### config.mk
export PLATFORM = sky130hd
export DESIGN_NAME = imager_stream_gen
export DESIGN_NICKNAME = d
export VERILOG_FILES = /design/src/rtl/imager_stream_gen.sv
export SDC_FILE = /design/constraint.sdc
export NUM_CORES = 1
export LEC_CHECK = 0
export CELL_PAD_IN_SITES_DETAIL_PLACEMENT = 1
export CELL_PAD_IN_SITES_GLOBAL_PLACEMENT = 1
export CORE_MARGIN = 3
export CORE_UTILIZATION = 44
export CTS_BUF_LIST = sky130_fd_sc_hd__clkbuf_16
export DETAILED_ROUTE_END_ITERATION = 8
export PLACE_DENSITY = 0.95
export SYNTH_ARGS = -nofsm -noshare
export SYNTH_HDL_FRONTEND = slang
export SYNTH_SLANG_ARGS = --single-unit
### constraint.sdc
create_clock -name clk -period 13.3 [get_ports clk]
set_clock_uncertainty 0.05 [all_clocks]
set_input_delay 3.325 -clock clk [delete_from_list [all_inputs] [get_ports clk]]
set_output_delay 3.325 -clock clk [all_outputs]
set_load 0.005 [all_outputs]
### src/rtl/imager_stream_gen.sv
// Imager test-pattern stream generator.
// Emits framed word streams (FRAME_START, ROW_START, pixels, ROW_END,
// FRAME_END) with programmable geometry, blanking and test patterns.

`ifndef DTYPE_WIDTH
`define DTYPE_WIDTH       4
`define DTYPE_NONE        4'd0
`define DTYPE_FRAME_START 4'd1
`define DTYPE_FRAME_END   4'd2
`define DTYPE_ROW_START   4'd3
`define DTYPE_ROW_END     4'd4
`define DTYPE_PIXEL       4'd5
`endif

module imager_stream_gen #(
   parameter int PIXEL_WIDTH = 8,
   parameter int DIM_WIDTH   = 11,
   parameter int NUM_ROWS    = 728,
   parameter int NUM_COLS    = 1286
) (
   input  logic                    clk,
   input  logic                    reset_clk,
   input  logic                    enable,
   input  logic [DIM_WIDTH-1:0]    num_rows,
   input  logic [DIM_WIDTH-1:0]    num_cols,
   input  logic [15:0]             hblank,
   input  logic [15:0]             vblank,
   input  logic [1:0]              pattern_sel,
   input  logic [PIXEL_WIDTH-1:0]  flat_value,
   output logic                    dvo,
   output logic [`DTYPE_WIDTH-1:0] dtypeo,
   output logic [15:0]             datao,
   output logic [15:0]             frame_count,
   output logic                    busy
);

   typedef enum logic [2:0] {
      ST_IDLE   = 3'd0,
      ST_FSTART = 3'd1,
      ST_RSTART = 3'd2,
      ST_PIXELS = 3'd3,
      ST_REND   = 3'd4,
      ST_HBLANK = 3'd5,
      ST_FEND   = 3'd6,
      ST_VBLANK = 3'd7
   } state_t;

   localparam logic [DIM_WIDTH-1:0] DIM_ZERO = {DIM_WIDTH{1'b0}};
   localparam logic [DIM_WIDTH-1:0] DIM_ONE  = {{(DIM_WIDTH-1){1'b0}}, 1'b1};

   state_t                  state_r, state_s;
   logic [DIM_WIDTH-1:0]    col_r, col_s;
   logic [DIM_WIDTH-1:0]    row_r, row_s;
   logic [15:0]             blank_r, blank_s;
   logic [DIM_WIDTH-1:0]    rows_r, cols_r;
   logic [15:0]             hblank_r, vblank_r;
   logic [1:0]              pattern_r;
   logic [PIXEL_WIDTH-1:0]  flat_r;
   logic [15:0]             frame_count_r;
   logic                    dvo_r, dvo_s;
   logic [`DTYPE_WIDTH-1:0] dtype_r, dtype_s;
   logic [15:0]             data_r, data_s;
   logic                    busy_r, busy_s;

   // Pixel value for the selected pattern, zero-extended to the 16-bit payload.
   function automatic logic [15:0] pixel_value(
      input logic [1:0]             sel,
      input logic [PIXEL_WIDTH-1:0] flat,
      input logic [PIXEL_WIDTH-1:0] col,
      input logic [PIXEL_WIDTH-1:0] row,
      input logic [PIXEL_WIDTH-1:0] fcount
   );
      logic [PIXEL_WIDTH-1:0] pix;
      case (sel)
         2'd0:    pix = flat;
         2'd1:    pix = col;
         2'd2:    pix = row;
         default: pix = col + row + fcount;
      endcase
      return 16'(pix);
   endfunction

   // Next-state, counter and next-output decode; outputs are registered from these.
   always_comb begin
      state_s = state_r;
      col_s   = col_r;
      row_s   = row_r;
      blank_s = blank_r;
      case (state_r)
         ST_IDLE: begin
            if (enable) state_s = ST_FSTART;
            else        state_s = ST_IDLE;
         end
         ST_FSTART: begin
            state_s = ST_RSTART;
            row_s   = DIM_ZERO;
            col_s   = DIM_ZERO;
         end
         ST_RSTART: begin
            state_s = ST_PIXELS;
            col_s   = DIM_ZERO;
         end
         ST_PIXELS: begin
            if (col_r == cols_r - DIM_ONE) state_s = ST_REND;
            else                           col_s   = col_r + DIM_ONE;
         end
         ST_REND: begin
            if (row_r == rows_r - DIM_ONE) begin
               state_s = ST_FEND;
            end else begin
               row_s = row_r + DIM_ONE;
               if (hblank_r == 16'd0) begin
                  state_s = ST_RSTART;
               end else begin
                  state_s = ST_HBLANK;
                  blank_s = hblank_r;
               end
            end
         end
         ST_HBLANK: begin
            if (blank_r <= 16'd1) begin
               state_s = ST_RSTART;
               blank_s = 16'd0;
            end else begin
               blank_s = blank_r - 16'd1;
            end
         end
         ST_FEND: begin
            if (vblank_r == 16'd0) begin
               state_s = enable ? ST_FSTART : ST_IDLE;
            end else begin
               state_s = ST_VBLANK;
               blank_s = vblank_r;
            end
         end
         ST_VBLANK: begin
            if (blank_r <= 16'd1) begin
               state_s = enable ? ST_FSTART : ST_IDLE;
               blank_s = 16'd0;
            end else begin
               blank_s = blank_r - 16'd1;
            end
         end
         default: state_s = ST_IDLE;
      endcase

      dvo_s   = 1'b0;
      dtype_s = `DTYPE_NONE;
      data_s  = 16'd0;
      busy_s  = (state_s != ST_IDLE);
      case (state_s)
         ST_FSTART: begin dvo_s = 1'b1; dtype_s = `DTYPE_FRAME_START; end
         ST_RSTART: begin dvo_s = 1'b1; dtype_s = `DTYPE_ROW_START;   end
         ST_REND:   begin dvo_s = 1'b1; dtype_s = `DTYPE_ROW_END;     end
         ST_FEND:   begin dvo_s = 1'b1; dtype_s = `DTYPE_FRAME_END;   end
         ST_PIXELS: begin
            dvo_s   = 1'b1;
            dtype_s = `DTYPE_PIXEL;
            data_s  = pixel_value(pattern_r, flat_r, col_s[PIXEL_WIDTH-1:0],
                                  row_s[PIXEL_WIDTH-1:0],
                                  frame_count_r[PIXEL_WIDTH-1:0]);
         end
         default: begin dvo_s = 1'b0; dtype_s = `DTYPE_NONE; end
      endcase
   end

   // State, counters, frame counter and registered outputs.
   always_ff @(posedge clk) begin
      if (reset_clk) begin
         state_r       <= ST_IDLE;
         col_r         <= DIM_ZERO;
         row_r         <= DIM_ZERO;
         blank_r       <= 16'd0;
         frame_count_r <= 16'd0;
         dvo_r         <= 1'b0;
         dtype_r       <= `DTYPE_NONE;
         data_r        <= 16'd0;
         busy_r        <= 1'b0;
      end else begin
         state_r <= state_s;
         col_r   <= col_s;
         row_r   <= row_s;
         blank_r <= blank_s;
         dvo_r   <= dvo_s;
         dtype_r <= dtype_s;
         data_r  <= data_s;
         busy_r  <= busy_s;
         if (state_r == ST_FEND) frame_count_r <= frame_count_r + 16'd1;
      end
   end

   // Frame configuration captured in FSTART so the whole frame sees stable settings.
   always_ff @(posedge clk) begin
      if (reset_clk) begin
         rows_r    <= DIM_ZERO;
         cols_r    <= DIM_ZERO;
         hblank_r  <= 16'd0;
         vblank_r  <= 16'd0;
         pattern_r <= 2'd0;
         flat_r    <= {PIXEL_WIDTH{1'b0}};
      end else if (state_r == ST_FSTART) begin
         rows_r    <= (num_rows == DIM_ZERO) ? DIM_WIDTH'(NUM_ROWS) : num_rows;
         cols_r    <= (num_cols == DIM_ZERO) ? DIM_WIDTH'(NUM_COLS) : num_cols;
         hblank_r  <= hblank;
         vblank_r  <= vblank;
         pattern_r <= pattern_sel;
         flat_r    <= flat_value;
      end
   end

   assign dvo         = dvo_r;
   assign dtypeo      = dtype_r;
   assign datao       = data_r;
   assign frame_count = frame_count_r;
   assign busy        = busy_r;

endmodule

==> out/results.tsv, run 1 <==
stage	metric	value	unit
run_status	outcome	finished clean	
synthesis	Cells after Synth	904	
timing	final setup violation count	0	
floorplan	Die X-Extent	133.5	µm
drt	Via Count	7033	
synthesis	register bit total from synthesis	134	
synthesis	most common cell in the netlist	nand2_1	
synthesis	post-synth top area cell	dfxtp_1	
timing	Final Hold Viols	0	
timing	upper clock frequency limit	174.5	MHz
pwr	PwrDens	206.8	nW/µm²
timing	RSZ-0062 raised after global routing	false	
clock_network	TritonCTS clock tree	yes	
clock_network	CTS Buffer Depth	2	
grt	largest net degree at the start of global routing	66	
floorplan	Starting Density	46.02	%
synthesis	Netlist Area Pre-Place	7152	µm²
floorplan	Die Ht	133.5	µm
timing	Hold Slack	0.4206	ns
layout	Sequential Area	2683	µm²
pwr	leakage	3.261	nW
synthesis	EDFF count, synth	0	
clock_network	post-CTS resize count	0	
layout	Fillers	1905	
grt	first-pass GRT wire length	38890	µm
synthesis	Post-synth ARST share	0	%
setup_path	Setup CP Type	reg -> reg	
clock_network	Clock Sinks	134	
synthesis	Top FF cell, synth	dfxtp_1	
timing	min cycle time layout	5.732	ns
clock_network	# Post-CTS Setup Buffers	0	
min_path	Hold Crit Class	reg -> reg	
synthesis	Seq/Total Area, Yosys	37.51	%
placement	detailed placement HPWL	16890	µm
setup_path	CP endpoint kind	flop	
drt	total routed wirelength	24310	µm
placement	Buffers on Ports	95	
floorplan	Ports	105	
timing	Tcrit/Tclk final	43.10	%
timing	Slew HR	19.54	%
layout	layout cells sized above 1	5.668	%
grt	GRT Total Usage	27.04	%
floorplan	die area	17820	µm²
layout	area growth from synthesis to layout	23.29	%
drt	DR WL/cell	20.28	µm
floorplan	core box area	15540	µm²
timing	Slew @ Worst Pin	1.199	ns
timing	TNS Setup	0	ns
floorplan	num rows	45	
pwr	VDD IR max	103.0	µV
synthesis	Synth warnings	0	
layout	Final nets	1064	
setup_path	Critical Path AT	5.99	ns
clock_network	hold_buf cts	0	
drt	first-pass iteration count of the detailed router	6	
clock_network	Clock transition at path regs	0.06	ns
grt	grt ovf	0	
grt	initial antenna violation count	0	
timing	Final Slew Violations	0	
drt	number of vias per cell	5.866	
drt	final antenna-violating net count	0	
clock_network	H-tree lvl count	4	
setup_path	CP Launch Type	flop	
clock_network	CTS buffer count	17	
job	max_cap viols	0	
synthesis	Cell variety after synth	75	
drt	DRC	0	
placement	GPL Wtd Cong	0.9021	
layout	diodes inserted	0	
layout	multi-input gate area in the final layout	4141	µm²
synthesis	top cells by area, synth	dfxtp_1 (38%), nand2_1 (8.1%), a21oi_1 (5.7%)	
synthesis	Synth top area share	37.51	%
synthesis	Mapped Avg Cell Area	7.911	µm²
synthesis	top cells by count, synth	nand2_1 (155), dfxtp_1 (134), a21oi_1 (81), nor2_1 (79), clkbuf_1 (41)	
clock_network	CTS root buf	clkbuf_16	
clock_network	Worst-Skew Late Latency	0.43	ns
grt	number of global-route vias before repair	7603	
drt	Starting DRT DRC Count	441	
setup_path	data required time of the worst path	13.55	ns
setup_path	critical path fanouts, max	10	
final timing paths:
path,startpoint,to,slack (ns),cells past startpoint
worst max-delay path,rows_r[0]$_SDFFE_PP0P_,datao[7]$_SDFF_PP0_,7.57,20
worst min-delay path,flat_r[3]$_SDFFE_PP0P_,flat_r[3]$_SDFFE_PP0P_,0.42,2
worst max register to register,rows_r[0]$_SDFFE_PP0P_,datao[7]$_SDFF_PP0_,7.57,20
worst min register to register,flat_r[3]$_SDFFE_PP0P_,flat_r[3]$_SDFFE_PP0P_,0.42,2
area by class of cell:
type	count	share of cell area [%]
sequential	134	30.42
multi-input combinational	689	46.97
inverter	32	1.362
timing repair buffer	102	11.35
clock buffer	17	4.825
tap	211	2.994
clock inverter	14	2.072
routing by layer:
layer	GRT usage [%]	vias to the layer above	routed length [µm]
met2	48.93	226	12590
met5	0	-	0
li1	-	3310	-
met4	13.26	0	929
met3	6.835	71	1268
met1	29.33	3426	9523
cell families (layout without fill, tap and decap cells):
logic type / count (synthesis) / in the layout / synth area share, %
other cells: 1 / 9 / 0.05243
simple gates: 380 / 380 / 24.95
xor+xnor: 56 / 56 / 6.858
fa+ha+maj: 21 / 21 / 4.514
mux: 9 / 9 / 1.295
buf+inv: 89 / 165 / 5.161
compound gates: 214 / 214 / 19.66
flops: 134 / 134 / 37.51
registers in the layout, summed over array words and instances, names as in the netlist:
| signal | cells |
|---|---|
| cols_r | 11 |
| rows_r | 11 |
| vblank_r | 16 |
| state_r | 3 |
| frame_count | 16 |
| row_r | 11 |
| pattern_r | 2 |
| flat_r | 8 |
| busy | 1 |
| dvo | 1 |
| datao | 8 |
| col_r | 11 |
| hblank_r | 16 |
| dtypeo | 3 |
| blank_r | 16 |
where the power goes:
| group | internal [mW] | switching (mW) | leakage, nW | total [mW] |
|---|---|---|---|---|
| Combinational | 0.270 | 0.486 | 1.88 | 0.756 |
| Sequential | 0.476 | 0.0961 | 1.09 | 0.573 |
| Clock | 0.311 | 0.184 | 0.292 | 0.495 |
| Total | 1.06 | 0.766 | 3.26 | 1.82 |
cells in the final DEF (no fill, tap or decap), types with 5 or more instances in the layout:
| cell | instances |
|---|---|
| a221o_1 | 6 |
| inv_1 | 31 |
| and3_1 | 8 |
| nand2b_1 | 8 |
| nand2_1 | 155 |
| nor4_1 | 19 |
| ha_1 | 13 |
| xor2_1 | 22 |
| nor3_1 | 29 |
| nor2b_1 | 9 |
| and2_1 | 7 |
| or3_1 | 9 |
| a31oi_1 | 8 |
| conb_1 | 9 |
| dfxtp_1 | 134 |
| a21oi_1 | 81 |
| clkbuf_16 | 17 |
| fa_1 | 8 |
| buf_4 | 8 |
| xnor2_1 | 34 |
| o21ai_0 | 30 |
| or4_1 | 6 |
| and4_1 | 5 |
| nand4_1 | 8 |
| clkdlybuf4s50_1 | 94 |
| mux2i_1 | 7 |
| nand3_1 | 18 |
| a22oi_1 | 22 |
| a211oi_1 | 11 |
| nor2_1 | 79 |
stage by stage:
step | cell area, µm² | utilization, % | std cells | setup WS [ns] | total power, mW
floorplan | 7182 | - | 912 | 8.268 | 1.070
global placement | 8209 | 52.83 | 1168 | 7.976 | 1.260
detailed placement | 8209 | 52.83 | 1168 | 7.677 | 1.302
CTS | 8817 | 56.74 | 1199 | 7.621 | 1.823
global route | 8817 | 56.74 | 1199 | 7.213 | 1.934
finish | 8817 | 56.74 | 1199 | 7.568 | 1.823
worst max-delay path, cell delays in order, from the launching register on:
cell and delay, ns:
dfxtp_1 0.36, inv_1 0.08, ha_1 0.25, or3b_1 0.43
or4_1 0.48, a222oi_1 0.34, o211a_1 0.26, a31oi_2 0.28
nand2_1 0.17, mux2_2 0.38, fa_1 0.52, inv_1 0.08
fa_1 0.47, a21o_1 0.19, a21oi_1 0.25, o21bai_1 0.11
a21oi_1 0.21, xnor2_1 0.17, xnor2_1 0.11, a211oi_1 0.33
nor4_2 0.09
Note: power is estimated with default switching activity, not from simulation.
==> run 2, diff against run 1 <==
--- a/config.mk
+++ b/config.mk
@@ -8,10 +8,10 @@
 export CELL_PAD_IN_SITES_DETAIL_PLACEMENT = 1
 export CELL_PAD_IN_SITES_GLOBAL_PLACEMENT = 1
 export CORE_MARGIN = 3
-export CORE_UTILIZATION = 44
+export CORE_UTILIZATION = 40
 export CTS_BUF_LIST = sky130_fd_sc_hd__clkbuf_16
 export DETAILED_ROUTE_END_ITERATION = 8
-export PLACE_DENSITY = 0.95
+export PLACE_DENSITY = 0.9
 export SYNTH_ARGS = -nofsm -noshare
 export SYNTH_HDL_FRONTEND = slang
 export SYNTH_SLANG_ARGS = --single-unit
==> constraint.sdc (replaced) <==
create_clock -name clk -period 5.3 [get_ports clk]
set_clock_uncertainty 0.05 [all_clocks]
set_input_delay 1.325 -clock clk [delete_from_list [all_inputs] [get_ports clk]]
set_output_delay 1.325 -clock clk [all_outputs]
set_load 0.005 [all_outputs]
==> out/results.tsv, run 2 (synthesis results as in run 1) <==
stage	metric	value	unit	change
run_status	outcome	finished with violations		
run_status	failing checks	negative setup slack		
grt	GRT Total Usage	23.78	%	-3.3 points
timing	Final Slew Violations	0		unchanged
setup_path	CP Launch Type	flop		
placement	detailed placement HPWL	15570	µm	-7.8%
timing	Slew HR	20.38	%	+0.84 points
min_path	Hold Crit Class	reg -> reg		
layout	area growth from synthesis to layout	30.04	%	
layout	diodes inserted	0		unchanged
grt	number of global-route vias before repair	7387		-2.8%
timing	Slew @ Worst Pin	1.186	ns	-0.01257 ns
drt	first-pass iteration count of the detailed router	5		-1
layout	multi-input gate area in the final layout	4262	µm²	+2.9%
clock_network	hold_buf cts	0		unchanged
placement	GPL Wtd Cong	0.8772		-2.8%
grt	met1 Track Usage GR	27.19	%	-2.1 points
setup_path	reg-to-reg endpoint	datao[7]$_SDFF_PP0_		
grt	largest net degree at the start of global routing	74		+12%
clock_network	H-tree lvl count	4		unchanged
pwr	Pint	2.899	mW	+170%
layout	most frequent cells in the layout	nand2_1 (153), dfxtp_1 (132), clkdlybuf4s50_1 (94)		
setup_path	r2r setup slk	-0.12	ns	-7.69 ns
pwr	sequential power share	29.3	%	-2.1 points
layout	finished layout cell area	9300	µm²	+5.5%
grt	GR Util met3	4.983	%	-1.9 points
min_path	Hold Path Depth	2		unchanged
placement	placed insts	1191		+2.0%
floorplan	core box area	17420	µm²	+12%
timing	TNS Setup	-0.1237	ns	-0.1237 ns
floorplan	Starting Density	41.06	%	-5.0 points
pwr	Sw Share	41.41	%	-0.60 points
clock_network	Clock Sinks	134		unchanged
pwr	switching pwr	2.048	mW	+170%
placement	Setup WS pre-CTS	-0.05192	ns	-7.729 ns
layout	Sequential Area	2685	µm²	about the same
pwr	leakage	3.493	nW	+7.1%
setup_path	CP endpoint kind	flop		
setup_path	Critical Path AT	5.71	ns	-0.28 ns
drt	number of vias per cell	5.841		-0.42%
drt	final antenna-violating net count	0		unchanged
grt	first-pass GRT wire length	37620	µm	-3.3%
drt	DR WL/cell	20.58	µm	+1.5%
pwr	combinational share of power	43.5	%	+2.0 points
clock_network	Worst-Skew Late Latency	0.44	ns	about the same
grt	met2 Use GR	42.37	%	-6.6 points
floorplan	Ports	105		unchanged
layout	Fillers	2053		+7.8%
floorplan	Die Ht	139.7	µm	+4.7%
timing	Tcrit/Tclk final	102.3	%	+59 points
timing	min cycle time layout	5.424	ns	-0.3085 ns
clock_network	CTS Buffer Depth	2		unchanged
drt	Starting DRT DRC Count	593		+34%
layout	final cell utilization of the core	53.40	%	-3.3 points
setup_path	data required time of the worst path	5.59	ns	-7.96 ns
grt	peak-usage layer in the global routing report	met2		
setup_path	reg2reg start	rows_r[0]$_SDFFE_PP0P_		
floorplan	die area	19520	µm²	+9.5%
min_path	HP Start	flat_r[4]$_SDFFE_PP0P_		
drt	DRC	0		unchanged
min_path	Hold Path End	flat_r[4]$_SDFFE_PP0P_		
pwr	VDD IR max	274.2	µV	+170%
grt	initial antenna violation count	0		unchanged
layout	Post-Layout Cell Count	1252		+4.4%
setup_path	Worst Reg-to-Reg Cells	20		unchanged
setup_path	Setup CP Type	reg -> reg		
timing	Final Hold Viols	0		unchanged
clock_network	CTS buffer count	17		unchanged
layout	leading cell type in the layout, fill and taps excluded	nand2_1		
placement	Buffers on Ports	95		unchanged
floorplan	num rows	48		+6.7%
clock_network	TritonCTS clock tree	yes		
floorplan	Die X-Extent	139.7	µm	+4.7%
timing	final setup violation count	1		+1
timing	upper clock frequency limit	184.4	MHz	+5.7%
timing	Hold Slack	0.4141	ns	-0.006531 ns
layout	layout cells sized above 1	11.39	%	+5.7 points
job	max_cap viols	0		unchanged
clock_network	Clock transition at path regs	0.06	ns	about the same
grt	grt ovf	0		unchanged
clock_network	CTS root buf	clkbuf_16		
layout	Final nets	1102		+3.6%
timing	fin worst setup slack	-0.1237	ns	-7.691 ns
pwr	Clk pwr share	27.3	%	+0.2 points
drt	Via Count	7313		+4.0%
pwr	PwrDens	531.9	nW/µm²	+160%
pwr	Design Power	4.947	mW	+170%
placement	Post-DP Area	8294	µm²	+1.0%
drt	total routed wirelength	25760	µm	+6.0%
setup_path	critical path fanouts, max	6		-4
run 2: cell types whose count changed in the layout (fill, tap and decap cells not counted), moves of 2 or more:
cell        previous run  this run
buf_4                  8        43
a21oi_1               81        78
a21oi_2                0         3
buf_6                  0         2
bufinv_16              4         6
clkinvlp_4             2         4
dfxtp_1              134       132
dfxtp_2                0         2
mux2i_1                7         5
nand2_1              155       153
run 2: worst max path at each step:
stage                                      start  slack (ns)  depth (start not counted)                  end
after floorplan           rows_r[0]$_SDFFE_PP0P_        0.27                         20  datao[7]$_SDFF_PP0_
after global placement    rows_r[0]$_SDFFE_PP0P_        0.19                         20  datao[7]$_SDFF_PP0_
after detailed placement  rows_r[0]$_SDFFE_PP0P_       -0.05                         20  datao[7]$_SDFF_PP0_
after CTS                 rows_r[0]$_SDFFE_PP0P_        0.02                         20  datao[7]$_SDFF_PP0_
after global routing      rows_r[0]$_SDFFE_PP0P_       -0.23                         20  datao[7]$_SDFF_PP0_
final                     rows_r[0]$_SDFFE_PP0P_       -0.12                         20  datao[7]$_SDFF_PP0_
run 2: layout make-up:
type	instances	area share [%]
Tap cell	225	3.027
Inverter	32	1.292
Clock buffer	17	4.574
Sequential cell	134	28.87
Clock inverter	15	2.529
Timing Repair Buffer	140	13.88
Multi-Input combinational cell	689	45.82
run 2: worst max-delay path, cell delays in order (launching register included):
cell	delay [ns]
dfxtp_2	0.35
inv_1	0.08
ha_1	0.17
or3b_4	0.40
or4_1	0.49
a222oi_1	0.27
buf_4	0.19
o211a_4	0.19
a31oi_4	0.13
buf_6	0.19
nand4_1	0.16
mux2i_4	0.36
fa_1	0.53
ha_1	0.42
inv_1	0.09
o21bai_1	0.22
a21oi_2	0.10
xnor2_1	0.23
xnor2_1	0.17
and4_4	0.26
nor4_4	0.28
run 2: what timing repair did:
item,in CTS,in global routing
setup buffers,20,8
setup endpoints to repair,1,5
gates cloned,0,1
resized for setup,6,24
pin swaps,5,11
endpoints found under the hold margin,0,0
run 2: power by group through the flow:
stage / Sequential [mW] / Combinational [mW] / Clock [mW]
floorplan: 1.34 / 1.35 / 0
finish: 1.45 / 2.15 / 1.35
global route: 1.47 / 2.32 / 1.41
CTS: 1.43 / 1.94 / 1.36
global placement: 1.43 / 1.77 / 0
detailed placement: 1.44 / 1.83 / 0
run 2: metal layers:
metal	up-vias	routed length, µm
met3	99	1350
li1	3387	-
met5	-	0
met4	0	1157
met2	275	12990
met1	3552	10260
==> run 3, diff against run 2 <==
--- a/config.mk
+++ b/config.mk
@@ -9,9 +9,9 @@
 export CELL_PAD_IN_SITES_GLOBAL_PLACEMENT = 1
 export CORE_MARGIN = 3
 export CORE_UTILIZATION = 40
-export CTS_BUF_LIST = sky130_fd_sc_hd__clkbuf_16
 export DETAILED_ROUTE_END_ITERATION = 8
 export PLACE_DENSITY = 0.9
+export SETUP_SLACK_MARGIN = 0.15
 export SYNTH_ARGS = -nofsm -noshare
 export SYNTH_HDL_FRONTEND = slang
 export SYNTH_SLANG_ARGS = --single-unit
==> out/results.tsv, run 3 (synthesis results as in run 1) <==
stage	metric	value	unit	change
run_status	outcome	finished with violations		
run_status	failing checks	negative setup slack		
floorplan	num rows	48		unchanged
setup_path	Setup CP Type	reg -> reg		
layout	most frequent cells in the layout	nand2_1 (153), dfxtp_1 (130), clkdlybuf4s50_1 (94)		
grt	first-pass GRT wire length	39190	µm	+4.2%
min_path	Hold Crit Class	reg -> reg		
placement	placed insts	1191		unchanged
setup_path	CP endpoint kind	flop		
pwr	leakage	3.571	nW	+2.2%
layout	diodes inserted	0		unchanged
clock_network	hold_buf cts	0		unchanged
setup_path	r2r setup slk	-0.08	ns	+0.04 ns
setup_path	data required time of the worst path	5.60	ns	about the same
placement	Setup WS pre-CTS	-0.05192	ns	unchanged
setup_path	critical path fanouts, max	5		-1
timing	Slew HR	20.52	%	+0.14 points
grt	number of global-route vias before repair	7554		+2.3%
pwr	VDD IR max	313.8	µV	+14%
timing	upper clock frequency limit	185.8	MHz	+0.79%
clock_network	CTS buffer count	17		unchanged
layout	finished layout cell area	9543	µm²	+2.6%
drt	total routed wirelength	28390	µm	+10%
drt	number of vias per cell	6.056		+3.7%
placement	GPL Wtd Cong	0.8772		unchanged
clock_network	CTS root buf	clkbuf_16		
clock_network	H-tree lvl count	4		unchanged
setup_path	reg2reg start	rows_r[1]$_SDFFE_PP0P_		
clock_network	Clock Sinks	134		unchanged
job	max_cap viols	0		unchanged
floorplan	core box area	17420	µm²	unchanged
timing	min cycle time layout	5.381	ns	-0.04230 ns
placement	Buffers on Ports	95		unchanged
timing	Final Slew Violations	0		unchanged
drt	first-pass iteration count of the detailed router	5		unchanged
setup_path	CP Launch Type	flop		
layout	Final nets	1111		+0.82%
grt	met1 Track Usage GR	27.70	%	+0.51 points
pwr	PwrDens	541.2	nW/µm²	+1.7%
layout	Post-Layout Cell Count	1261		+0.72%
setup_path	Setup crit start	rows_r[1]$_SDFFE_PP0P_		
layout	layout cells sized above 1	13.61	%	+2.2 points
setup_path	Worst setup endpoint	datao[7]$_SDFF_PP0_		
grt	grt ovf	0		unchanged
timing	Final Hold Viols	0		unchanged
clock_network	TritonCTS clock tree	yes		
floorplan	Starting Density	41.06	%	unchanged
timing	fin worst setup slack	-0.08144	ns	+0.04230 ns
placement	Post-DP Area	8294	µm²	unchanged
layout	final cell utilization of the core	54.79	%	+1.4 points
drt	DRC	0		unchanged
timing	Tcrit/Tclk final	101.5	%	-0.80 points
clock_network	Clock transition at path regs	0.07	ns	about the same
setup_path	Critical Path AT	5.68	ns	-0.03 ns
floorplan	Die Ht	139.7	µm	unchanged
floorplan	die area	19520	µm²	unchanged
drt	final antenna-violating net count	0		unchanged
clock_network	Worst-Skew Late Latency	0.44	ns	about the same
timing	RSZ-0062 raised after global routing	true		
timing	final setup violation count	1		unchanged
timing	Slew @ Worst Pin	1.184	ns	-0.002122 ns
layout	leading cell type in the layout, fill and taps excluded	nand2_1		
timing	Hold Slack	0.4164	ns	+0.002306 ns
floorplan	Die X-Extent	139.7	µm	unchanged
drt	Starting DRT DRC Count	557		-6.1%
grt	initial antenna violation count	0		unchanged
layout	Fillers	2020		-1.6%
grt	GR Util met3	5.911	%	+0.93 points
drt	DR WL/cell	22.51	µm	+9.4%
grt	largest net degree at the start of global routing	74		unchanged
grt	GRT Total Usage	24.88	%	+1.1 points
setup_path	Worst Reg-to-Reg Cells	20		unchanged
layout	area growth from synthesis to layout	33.43	%	
grt	met2 Use GR	43.96	%	+1.6 points
clock_network	CTS Buffer Depth	2		unchanged
drt	Via Count	7637		+4.4%
pwr	Design Power	5.164	mW	+4.4%
timing	TNS Setup	-0.08144	ns	+0.04230 ns
placement	detailed placement HPWL	15570	µm	unchanged
floorplan	Ports	105		unchanged
setup_path	reg-to-reg endpoint	datao[7]$_SDFF_PP0_		
grt	peak-usage layer in the global routing report	met2		
==> run 3: cell count changes in the layout (fill, tap and decap cells not counted), sizes merged <==
| cell | delta |
|---|---|
| clkinv | -2 |
| buf | +8 |
| inv | -1 |
| clkbuf | +4 |
==> run 3: layout make-up <==
type	count	area, µm²	area share, %
clock buffer	20	456.7	4.786
clock inverter	12	224.0	2.347
inverter	32	122.6	1.285
multi-input combinational	689	4335	45.43
sequential	134	2693	28.22
tap	225	281.5	2.950
timing repair buffer	149	1430	14.99
==> run 3: worst min path at each step <==
stage,start,end,cells after the start
CTS,flat_r[4]$_SDFFE_PP0P_,flat_r[4]$_SDFFE_PP0P_,2
detailed placement,flat_r[4]$_SDFFE_PP0P_,flat_r[4]$_SDFFE_PP0P_,2
global route,flat_r[4]$_SDFFE_PP0P_,flat_r[4]$_SDFFE_PP0P_,2
global placement,flat_r[4]$_SDFFE_PP0P_,flat_r[4]$_SDFFE_PP0P_,2
floorplan,flat_r[7]$_SDFFE_PP0P_,flat_r[7]$_SDFFE_PP0P_,2
finish,flat_r[4]$_SDFFE_PP0P_,flat_r[4]$_SDFFE_PP0P_,2
==> run 3: timing repair <==
action / CTS / global route
setup buffers: 23 / 13
pin swaps: 7 / 18
resized for setup: 7 / 61
cloned: 0 / 2
setup endpoints to repair: 1 / 30
==> run 3: where the power goes <==
part           switching (mW)  leakage (nW)  internal [mW]
Combinational            1.42          2.16          0.887
Sequential              0.255          1.09           1.20
Clock                   0.498         0.318          0.907
Total                    2.17          3.57           2.99
==> run 3: per-layer routing <==
metal  vias up  wire [µm]
li1       3410          -
met4         0       1556
met3       134       1491
met2       340      14270
met5         -          0
met1      3753      11070
==> run 3: worst max-delay path: stages (launching register included) <==
cell	delay, ns
dfxtp_4	0.37
inv_4	0.07
ha_4	0.13
or3b_4	0.38
or4_1	0.43
a222oi_1	0.44
buf_4	0.21
o211a_4	0.18
a31oi_4	0.13
buf_6	0.19
nand4_1	0.10
mux2i_1	0.42
fa_1	0.53
ha_1	0.42
inv_1	0.08
o21bai_1	0.19
a21oi_2	0.10
xnor2_2	0.16
xnor2_2	0.18
and4_4	0.25
nor4_4	0.26
